==> src/rtl/posit_to_float_es3.sv <==
// posit_to_float_es3: 3-stage posit<32,3> to IEEE binary32 converter with valid/ready and whole-pipe stall.
// Define SUBNORMAL_EN to emit binary32 subnormals instead of flushing small magnitudes to zero.
module posit_to_float_es3 #(
  parameter int N   = 32,
  parameter int ES  = 3,
  parameter int LAT = 3
) (
  input  logic         clk,
  input  logic         rst_n,
  input  logic         in_valid,
  output logic         in_ready,
  input  logic [N-1:0] in_posit,
  input  logic         in_inf,
  input  logic         in_zero,
  output logic         out_valid,
  input  logic         out_ready,
  output logic [31:0]  out_float,
  output logic         out_ovf,
  output logic         out_uf,
  output logic         out_nar
);
  if (N != 32 || ES != 3 || LAT != 3) begin : g_cfg
    $error("posit_to_float_es3 supports only N=32, ES=3, LAT=3");
  end
  logic stall, en, rdy_q;
  logic v1, v2, v3;
  assign stall     = v3 & ~out_ready;
  assign en        = ~stall;
  assign in_ready  = rdy_q & ~stall;
  assign out_valid = v3;
  logic [30:0]        mag, run_src;
  logic [5:0]         m;
  logic [29:0]        rem;
  logic signed [5:0]  k_c;
  always_comb begin
    mag     = in_posit[31] ? 31'(-in_posit) : in_posit[30:0];
    run_src = mag[30] ? ~mag : mag;
    m       = 6'd31;
    for (int i = 0; i < 31; i++) if (run_src[i]) m = 6'(30 - i);
    // drop the regime run and its terminator; exponent then fraction remain left-aligned
    rem     = mag[29:0] << m;
    k_c     = mag[30] ? 6'(m - 6'd1) : 6'(-m);
  end
  logic               s1_sign, s1_nar, s1_zero;
  logic signed [5:0]  s1_k;
  logic [ES-1:0]      s1_e;
  logic [26:0]        s1_frac;
  always_ff @(posedge clk or negedge rst_n) begin
    if (!rst_n) begin
      rdy_q   <= 1'b0;
      v1      <= 1'b0;
      s1_sign <= 1'b0;
      s1_nar  <= 1'b0;
      s1_zero <= 1'b0;
      s1_k    <= '0;
      s1_e    <= '0;
      s1_frac <= '0;
    end else begin
      rdy_q <= 1'b1;
      if (en) begin
        v1      <= in_valid & rdy_q;
        s1_sign <= in_posit[31];
        s1_nar  <= in_inf | (in_posit == 32'h8000_0000);
        s1_zero <= in_zero | (in_posit == 32'h0);
        s1_k    <= k_c;
        s1_e    <= rem[29:27];
        s1_frac <= rem[26:0];
      end
    end
  end
  logic signed [9:0]  big;
  logic [22:0]        mt;
  logic               rup;
  logic [23:0]        mr;
  always_comb begin
    big = ($signed({{4{s1_k[5]}}, s1_k}) <<< 3) + $signed({7'd0, s1_e}) + 10'sd127;
    mt  = s1_frac[26:4];
    rup = s1_frac[3] & ((|s1_frac[2:0]) | mt[0]);
    mr  = {1'b0, mt} + 24'(rup);
  end
`ifdef SUBNORMAL_EN
  logic [5:0]  sh;
  logic [55:0] ext;
  logic        sub_up;
  logic [23:0] sub_c;
  logic [23:0] s2_sub;
  always_comb begin
    // shift of the full-precision 1.f so rounding sees every dropped bit
    sh     = (big < -10'sd26) ? 6'd31 : 6'(10'sd5 - big);
    ext    = {1'b1, s1_frac, 28'd0} >> sh;
    sub_up = ext[27] & ((|ext[26:0]) | ext[28]);
    sub_c  = {1'b0, ext[50:28]} + 24'(sub_up);
  end
`endif
  logic               s2_sign, s2_nar, s2_zero;
  logic signed [9:0]  s2_biased;
  logic [22:0]        s2_mant;
  always_ff @(posedge clk or negedge rst_n) begin
    if (!rst_n) begin
      v2        <= 1'b0;
      s2_sign   <= 1'b0;
      s2_nar    <= 1'b0;
      s2_zero   <= 1'b0;
      s2_biased <= '0;
      s2_mant   <= '0;
`ifdef SUBNORMAL_EN
      s2_sub    <= '0;
`endif
    end else if (en) begin
      v2        <= v1;
      s2_sign   <= s1_sign;
      s2_nar    <= s1_nar;
      s2_zero   <= s1_zero;
      s2_biased <= big + $signed({9'd0, mr[23]});
      s2_mant   <= mr[22:0];
`ifdef SUBNORMAL_EN
      s2_sub    <= sub_c;
`endif
    end
  end
  logic [31:0] f_c;
  logic        ovf_c, uf_c, nar_c;
  always_comb begin
    f_c   = {s2_sign, s2_biased[7:0], s2_mant};
    ovf_c = 1'b0;
    uf_c  = 1'b0;
    nar_c = 1'b0;
    if (s2_nar) begin
      f_c   = 32'h7FC0_0000;
      nar_c = 1'b1;
    end else if (s2_zero) begin
      f_c = 32'h0;
    end else if (s2_biased >= 10'sd255) begin
      f_c   = {s2_sign, 8'hFF, 23'd0};
      ovf_c = 1'b1;
    end else if (s2_biased <= 10'sd0) begin
`ifdef SUBNORMAL_EN
      f_c  = (s2_biased >= -10'sd22) ? {s2_sign, 7'd0, s2_sub} : {s2_sign, 31'd0};
      uf_c = s2_biased < -10'sd22;
`else
      f_c  = {s2_sign, 31'd0};
      uf_c = 1'b1;
`endif
    end
  end
  always_ff @(posedge clk or negedge rst_n) begin
    if (!rst_n) begin
      v3        <= 1'b0;
      out_float <= '0;
      out_ovf   <= 1'b0;
      out_uf    <= 1'b0;
      out_nar   <= 1'b0;
    end else if (en) begin
      v3        <= v2;
      out_float <= f_c;
      out_ovf   <= ovf_c;
      out_uf    <= uf_c;
      out_nar   <= nar_c;
    end
  end
endmodule
==> config.mk <==
export PLATFORM = sky130hd
export DESIGN_NAME = posit_to_float_es3
export DESIGN_NICKNAME = d
export VERILOG_FILES = /design/src/rtl/posit_to_float_es3.sv
export SDC_FILE = /design/constraint.sdc
export NUM_CORES = 1
export LEC_CHECK = 0
export BUFFER_PORTS_ARGS = -buffer_cell sky130_fd_sc_hd__buf_2
export CORE_MARGIN = 3
export CORE_UTILIZATION = 45
export CTS_CLUSTER_SIZE = 12
export DETAILED_ROUTE_END_ITERATION = 7
export PLACE_DENSITY = 0.7
export SYNTH_ARGS = -nofsm -noshare
export SYNTH_HDL_FRONTEND = slang
export SYNTH_SLANG_ARGS = --single-unit
==> constraint.sdc <==
create_clock -name clk -period 3 [get_ports clk]
set_input_delay 0.6 -clock clk [delete_from_list [all_inputs] [get_ports clk]]
set_output_delay 0.6 -clock clk [all_outputs]
set_load 0.01 [all_outputs]
# [After elaboration in Yosys (flattened, before gate mapping)]
# Index checks and enable logic that the tools add are counted.
[totals] latchBits=0 ramBits=0 out_inout_bits=37 word_cells=88 mem_count=0 ff_bits=114 romBits=0 in_bits=38
[op_classes] bitwise=10 reduce_logical=2 n_eq_ne=1 addsub=7 multipliers=0 n_mux=46 n_div=0 n_shift=1 n_lt_le_gt_ge=2
[ops] cell="$mux 6" count=27
[ops] cell="$mux 31" count=4
[ops] cell="$mux 32" count=2
[ops] cell="$eq 32x32->1 const B" count=1
[ops] cell="$logic_not 32->1" count=1
[ops] cell="$neg 31->31" count=1
[ops] cell="$not 31->31" count=1
[ops] cell="$shl 30x6->30" count=1
[ops] cell="$add 23x1->24" count=1
[ops] cell="$add 10x2->10" count=1
[ops] cell="$add 10x8->10 const B" count=1
[ops] cell="$add 9x4->10" count=1
[ops] cell="$ge 10x9->1 const B" count=1
[ops] cell="$le 10x1->1 const B" count=1
[ops] cell="$mux 1" count=9
[ops] cell="$mux 3" count=2
[ops] cell="$neg 6->6" count=1
[ops] cell="$sub 6x1->6 const B" count=1
[ops] cell="$and 1x1->1" count=4
[ops] cell="$mux 2" count=2
[ops] cell="$or 1x1->1" count=3
[ops] cell="$reduce_or 3->1" count=1
[ops] cell="$not 1->1" count=2

# [Longest topological paths before layout]
# Gate-level depths: netlist (run 1).
[depth] depth_word=37 depth_mapped=22 ltp_nobuf=16

# [Least setup slack after synthesis (run 1)]
# OpenSTA, ideal clock, no wires.
[synth_path] path_type="input port to flip-flop" from="in in_posit[7]" to="reg s1_frac[24]" path_stages=17 setup_ps=139 t_arrival_ps=4685 required_ps=2861 path_slack_ps=-1824 path_buffers=4 path_cell_list="clkbuf_1 or4_4 or4_1 buf_2 o311ai_0 nand4_1 or4_1 a32oi_1 and3_1 buf_4 nor2_4 inv_2 buf_6 mux2i_1 o22ai_1 a21oi_1 or4b_1"
[synth_via] elab_chain_cells=35 word_cells_on_any_way=36 classes_between="add/sub: 1; shift: 1; mux: 33; bitwise: 1"
[synth_rtl] element="start: declaration" line_no="12" text="input logic [N-1:0] in_posit,"
[synth_rtl] element="$neg 31->31" line_no="36" text="mag = in_posit[31] ? 31'(-in_posit) : in_posit[30:0];"
[synth_rtl] element="$mux 31 (*)" line_no="36"
[synth_rtl] element="$mux 31" line_no="37" text="run_src = mag[30] ? ~mag : mag;"
[synth_rtl] element="$mux 1" line_no="39" text="for (int i = 0; i < 31; i++) if (run_src[i]) m = 6'(30 - i);"
[synth_rtl] element="$mux 2 (2 in a row)" line_no="39"
[synth_rtl] element="$mux 3 (2 in a row)" line_no="39"
[synth_rtl] element="$mux 6 (26 in a row)" line_no="39"
[synth_rtl] element="$shl 30x6->30 (*)" line_no="41" text="rem = mag[29:0] << m;"
[synth_rtl] element="end signal: assignment" line_no="67" text="s1_frac <= rem[26:0];"
[synth_rtl] element="end: declaration" line_no="47" text="logic [26:0] s1_frac;"
# Mark *: on every way between the ends. The rest lies on a longest branch, timed or not.
# A chain may end at the register's enable or synchronous reset.

# [Worst setup path in the final report (run 1)]
[layout_path] from="in in_posit[14]" to="reg s1_frac[20]"
# Same word-level chain as after synthesis.

==> summary.txt, run 1 <==
design area: 13970 µm²
setup TNS: -41340 ps
Hold Vio Cnt, Final: 0
setup repair after global routing missed its margin: yes
layout cells sized above 1: 0.4454
failing checks: negative setup slack
CP Class: input pin to flip-flop
r2r setup slk: 120 ps
Setup Skew: 12.02 ps
worst-path cell chain: buf_6 -> buf_6 -> or4_4 -> or4_4 -> o311ai_4 -> nand4_1 -> buf_4 -> or4_1 -> o211ai_1 -> buf_4 -> o21ai_4 -> clkbuf_16 -> mux2i_2 -> mux2i_2 -> buf_4 -> or3_1 -> a31o_2 -> o211ai_1
Starting Density: 0.4655
LEAKAGE: 5.978 nW
overall die height: 146.0 µm
Seq. cell area: 2853 µm²
slowest stage delay, CP: 590 ps
number of synthesized flops with an enable pin: 0
r2r worst-path depth: 15
Post-Syn Instances: 1068
Crit path top cell by count: buf_4
final setup margin: -1447 ps
Crit path depth: 18
n_diodes: 0
IO Port Bufs: 74
CTS Buffer Depth: 2
largest net degree at the start of global routing: 72
DR DRC count: 0
Tmin final: 4447 ps
core area: 18960 µm²
Startpoint Class: input pin
Worst EP required: 3300 ps
number of global-route vias before repair: 9799
Setup crit end: s1_frac[20]$_DFFE_PN0N_
max-cap check violation count: 0
R2R Path End: s2_biased[2]$_DFFE_PN0N_
synthesized area per cell: 8.263 µm²
crit-path leading delay family: simple AND/OR/NAND/NOR gates
iteration count of the initial detailed-routing pass: 6
antenna viol nets, final: 0
Post-DP Area: 11750 µm²
nets: 1487
outcome: finished with violations
Global Route Usage Sum: 0.2798
clk sinks: 114
1st-iter DRT viols: 855
Overflow after GRT: 0
Synth Cell Area: 8825 µm²
Slew headroom: 0.5963
crit path capture type: flip-flop
CTS tree: done
#FFs+latches synth: 114
R2R Path Start: s1_frac[8]$_DFFE_PN0N_
maximum VDD drop: 0.0003243 V
final-layout fill cell count: 1351
DPL Wire Length: 22.59 mm
clk_lat worst skew: 410 ps
fmax: 224.9 MHz
CP startpoint: in_posit[14]
CTS H-tree lvls: 4
syn nets: 1111
Final period util: 1.482
Critical path buffers and inverters: 6
commonest non-fill, non-tap cell in the layout: buf_4
Via-to-Cell Ratio: 6.008
Clock Tree Root: clkbuf_16
total power: 8.440 mW
Post-synth top flop: dfrtp_1
total length of routed wires: 32.93 mm
area taken by multi-input logic gates: 6625 µm²
Synth cell types: 86
final setup violating endpoints: 34
Worst Tran Pin Value: 605.6 ps
power per cell area: 604.0 nW/µm²
Yosys warning total: 0
Max Fanout on Critical Path: 6
Seq/Total Area, Yosys: 0.3233
post-DR wirelength/cell: 19.18 µm
Die Wd: 146.0 µm
RePlAce Congestion: 0.9663
CTS clk-pin slew, worst paths: 50 ps
CP arrival: 4750 ps
die area: 21330 µm²
antenna violations before repair: 0
most frequent cells in the layout: 314 x buf_4, 119 x nand2_1, 114 x dfrtp_1
Hold WC Path Type: input pin to async pin
Slew Limit Fails: 0
io pins: 75
first-pass GRT wire length: 49.56 mm
P&R area growth vs syn: 58.34%
post-layout util: 0.7372
Std-Cell Rows: 50
async set-reset flop share out of synthesis: 1.000
total number of vias: 10320
CP max-delay cell: or4_4
cts bufs inserted: 17
-- power breakdown --
part	internal [mW]	total [mW]	switching, mW
clock	1.45	2.13	0.677
combinational	1.81	3.76	1.95
sequential	2.09	2.56	0.469
total	5.35	8.44	3.09
-- per-layer routing --
metal	up-vias	part of all wire	GRT usage
met2	488	0.50	0.4920
met3	121	0.057	0.04066
li1	4781	-	-
met1	4925	0.40	0.3462
met5	-	0	0
met4	0	0.050	0.1124
-- sequential cells by signal, summed over array words and instances, names as in the netlist, 3 cells and up --
name       flops
s2_mant       23
s1_k           6
s1_e           3
out_float     32
s2_biased     10
s1_frac       27
-- worst register-to-register path: cells and delay by family (launching register included) --
| family | cells | cell delay [ps] |
|---|---|---|
| AO/OA/AOI/OAI | 1 | 100 |
| AND/OR/NAND/NOR | 10 | 1530 |
| XOR/XNOR | 1 | 170 |
| buffers and inverters | 1 | 150 |
| adder cells (fa/ha/maj) | 2 | 430 |
| flip-flops | 1 | 350 |
-- area by class of cell --
| type | count | area share |
|---|---|---|
| Clock buffer | 22 | 0.03394 |
| Clock inverter | 10 | 0.01110 |
| Inverter | 20 | 0.006089 |
| Multi-Input combinational cell | 856 | 0.4741 |
| Sequential cell | 114 | 0.2042 |
| Tap cell | 260 | 0.02328 |
| Timing Repair Buffer | 435 | 0.2473 |
-- worst min path at each step --
| stage | from | end | slack (ps) | depth (start not counted) |
|---|---|---|---|---|
| floorplan | rst_n | out_float[0]$_DFFE_PN0N_ | 300 | 0 |
| global placement | v2$_DFFE_PN0N_ | v2$_DFFE_PN0N_ | 440 | 2 |
| detailed placement | v1$_DFFE_PN0N_ | v1$_DFFE_PN0N_ | 460 | 2 |
| CTS | rst_n | s2_mant[11]$_DFFE_PN0N_ | 160 | 1 |
| global route | rst_n | out_float[13]$_DFFE_PN0N_ | 180 | 1 |
| finish | rst_n | out_float[13]$_DFFE_PN0N_ | 150 | 1 |
-- Yosys cell counts (4+ instances only) --
master	count	share of area
clkbuf_1	46	0.020
nand4_1	19	0.013
or4_1	15	0.013
a32oi_1	8	0.0079
xor2_1	27	0.027
a211o_1	4	0.0040
nand2b_1	13	0.0092
mux2_2	8	0.010
and2_1	11	0.0078
nand3_1	32	0.018
and3_1	8	0.0057
a21o_1	6	0.0051
buf_2	16	0.0091
nor2_1	86	0.037
o31ai_1	9	0.0077
nor4_1	20	0.014
buf_1	9	0.0038
or3_1	13	0.0092
a2bb2oi_1	4	0.0040
inv_1	18	0.0077
o221ai_1	6	0.0060
nand2_1	124	0.053
buf_6	4	0.0051
nor3_1	19	0.011
ha_1	5	0.0071
o21ai_0	87	0.049
a221o_1	4	0.0045
a31oi_1	17	0.012
mux2i_1	47	0.053
a21oi_1	50	0.028
a211oi_1	9	0.0077
a22o_1	28	0.028
dfrtp_1	114	0.32
o22ai_1	15	0.011
a22oi_1	14	0.012
xnor2_1	39	0.039
o211ai_1	21	0.018
or2_2	4	0.0028
nor2b_1	8	0.0057
-- timing repair --
item,4_1_cts,5_1_grt
hold buffers,0,0
resized for setup,95,141
cloned,1,3
setup buffers,29,24
pin swaps,21,50
hold endpoints to repair,0,0
setup endpoints to repair,34,41
-- logic make-up after synthesis --
logic type               Yosys count  synth area share
AND/OR/NAND/NOR                  388            0.2164
AO/OA/AOI/OAI                    337            0.2657
flip-flops                       114            0.3233
buffers and inverters             98           0.04863
XOR/XNOR                          67           0.06735
multiplexers                      58           0.07118
adder cells (fa/ha/maj)            5          0.007089
other                              1         0.0004249
-- per-stage QoR --
| stage | setup slack [ps] | hold WS (ps) | cells |
|---|---|---|---|
| 2_1_floorplan | -1672 | 304.4 | 1068 |
| 3_3_place_gp | -1962 | 443.7 | 1632 |
| 3_5_place_dp | -2033 | 456.8 | 1632 |
| 4_1_cts | -1255 | 157.6 | 1694 |
| 5_1_grt | -1494 | 183.2 | 1717 |
| 6_report | -1447 | 152.6 | 1717 |
No activity file was read; power rests on OpenSTA's default activity.
==> run 2, diff against run 1 <==
GPL_ROUTABILITY_DRIVEN = 0   (was not set)
SKIP_CTS_REPAIR_TIMING = 1   (was not set)
==> run 2 against run 1 <==
Effect of this change: the run still ends with negative setup slack left; worst setup slack got worse by 60 ps; cell area fell by 3.9%; clock skew fell by 4.0 ps; critical path depth fell by 2.
==> summary.txt, run 2 (synthesis gave the netlist of run 1 again) <==
outcome: finished with violations
failing checks: negative setup slack
Setup crit end: s1_frac[20]$_DFFE_PN0N_
Crit path depth: 16
Std-Cell Rows: 50
Global Route Usage Sum: 0.2613
most frequent cells in the layout: 308 x buf_4, 123 x nand2_1, 114 x dfrtp_1
total length of routed wires: 32.39 mm
max FFs per register: 32
r2r worst-path depth: 16
overall die height: 146.0 µm
slowest stage delay, CP: 650 ps
total number of vias: 10400
largest net degree at the start of global routing: 67
Slew headroom: 0.6606
placed insts: 1635
final setup violating endpoints: 34
Hold Vio Cnt, Final: 0
power per cell area: 608.6 nW/µm²
commonest non-fill, non-tap cell in the layout: buf_4
layout cells sized above 1: 0.4086
combinational share of power: 0.440
Setup Skew: 7.999 ps
CTS tree: done
CP startpoint: in_posit[19]
max-cap check violation count: 0
Final period util: 1.502
Via-to-Cell Ratio: 6.139
antenna viol nets, final: 0
Worst EP required: 3310 ps
area taken by multi-input logic gates: 6424 µm²
CP arrival: 4810 ps
Biggest register: out_float
CTS H-tree lvls: 4
post-layout util: 0.7083
io pins: 75
Overflow after GRT: 0
Met2 Wirelength: 16.00 mm
post-DR wirelength/cell: 19.12 µm
biggest regs: out_float (32), s1_frac (27), s2_mant (23)
final hold slack: 165.5 ps
IO Port Bufs: 74
crit path capture type: flip-flop
Slew Limit Fails: 0
first-pass GRT wire length: 46.42 mm
nets: 1464
Flop pwr share: 0.315
NetSw: 3.053 mW
setup repair after global routing missed its margin: yes
iteration count of the initial detailed-routing pass: 7
Internal: 5.118 mW
DR DRC count: 0
DPL Wire Length: 21.96 mm
R2R Path Start: s1_frac[7]$_DFFE_PN0N_
Tmin final: 4507 ps
die area: 21330 µm²
M1 WL: 12.52 mm
cts bufs inserted: 17
core area: 18960 µm²
Starting Density: 0.4655
number of global-route vias before repair: 9367
CP Class: input pin to flip-flop
Die Wd: 146.0 µm
Layout Cells excl Fill: 1694
clk_lat worst skew: 400 ps
CTS Buffer Depth: 2
Clock Tree Root: clkbuf_16
R2R Path End: s2_biased[8]$_DFFE_PN0N_
final-layout fill cell count: 1373
r2r setup slk: 160 ps
fmax: 221.9 MHz
Top Layer Used: met4
CP max-delay cell: or4_4
antenna violations before repair: 0
Hold WC Path Type: input pin to async pin
Critical path buffers and inverters: 4
crit-path leading delay family: simple AND/OR/NAND/NOR gates
Seq. cell area: 2853 µm²
Max Fanout on Critical Path: 8
Post-DP Area: 11760 µm²
design area: 13430 µm²
CTS clk-pin slew, worst paths: 60 ps
Worst Tran Pin Value: 509.1 ps
Crit path top cell by count: or4_4
worst-path cell chain: buf_6 -> or4_4 -> or4_4 -> o311ai_4 -> nand4_1 -> or4_4 -> a32oi_2 -> and3_4 -> nor2_4 -> buf_12 -> buf_4 -> mux2i_1 -> buf_4 -> or3_1 -> a31o_2 -> o211ai_1
total power: 8.172 mW
P&R area growth vs syn: 52.15%
n_diodes: 0
clk sinks: 114
Startpoint Class: input pin
met3 routed WL: 2.150 mm
LEAKAGE: 5.792 nW
Clock Power Share: 0.245
maximum VDD drop: 0.0003481 V
final setup margin: -1507 ps
Sw Ratio: 0.3736
1st-iter DRT viols: 893
run 2: cell count changes in the layout (fill, tap and decap cells not counted), moves of 4 or more:
cell / change
mux2i_1: +8
o21ai_2: -6
buf_6: -18
nand2_1: +4
buf_4: -6
a22oi_2: -4
nor2_4: -5
mux2i_4: -5
a22oi_1: +4
o21ai_0: +8
nor2_1: +4
run 2: how the worst min path moves through the flow:
stage,startpoint,endpoint,slack (ps),cells after the start
3_3_place_gp,v2$_DFFE_PN0N_,v2$_DFFE_PN0N_,440,2
6_report,rst_n,out_float[12]$_DFFE_PN0N_,170,1
3_5_place_dp,v2$_DFFE_PN0N_,v2$_DFFE_PN0N_,450,2
2_1_floorplan,rst_n,out_float[0]$_DFFE_PN0N_,300,0
5_1_grt,rst_n,out_float[12]$_DFFE_PN0N_,200,1
4_1_cts,rst_n,out_float[12]$_DFFE_PN0N_,180,1
run 2: stage by stage:
step / TNS [ps] / setup slack, ps
2_1_floorplan: -47780 / -1672
3_3_place_gp: -59550 / -1907
3_5_place_dp: -62400 / -2033
4_1_cts: -48250 / -1613
5_1_grt: -46590 / -1621
6_report: -43010 / -1507
run 2: layer usage:
metal | up-vias | global-route usage
met4 | 0 | 0.1167
met5 | - | 0
met3 | 157 | 0.03849
met1 | 4973 | 0.3289
li1 | 4719 | -
met2 | 551 | 0.4468
run 2: power by group through the flow:
stage	Sequential [mW]	Combinational [mW]	Clock (mW)
after floorplan	2.50	1.79	0
after global placement	2.51	2.95	0
after detailed placement	2.55	3.02	0
after CTS	2.54	3.08	1.99
after global routing	2.63	3.85	2.09
final	2.57	3.60	2.00
run 2: layout make-up:
class / count / area share
timing repair buffer: 411 / 0.2350
tap: 260 / 0.02423
clock buffer: 21 / 0.03355
multi-input combinational: 857 / 0.4784
clock inverter: 11 / 0.01016
sequential: 114 / 0.2125
inverter: 20 / 0.006150
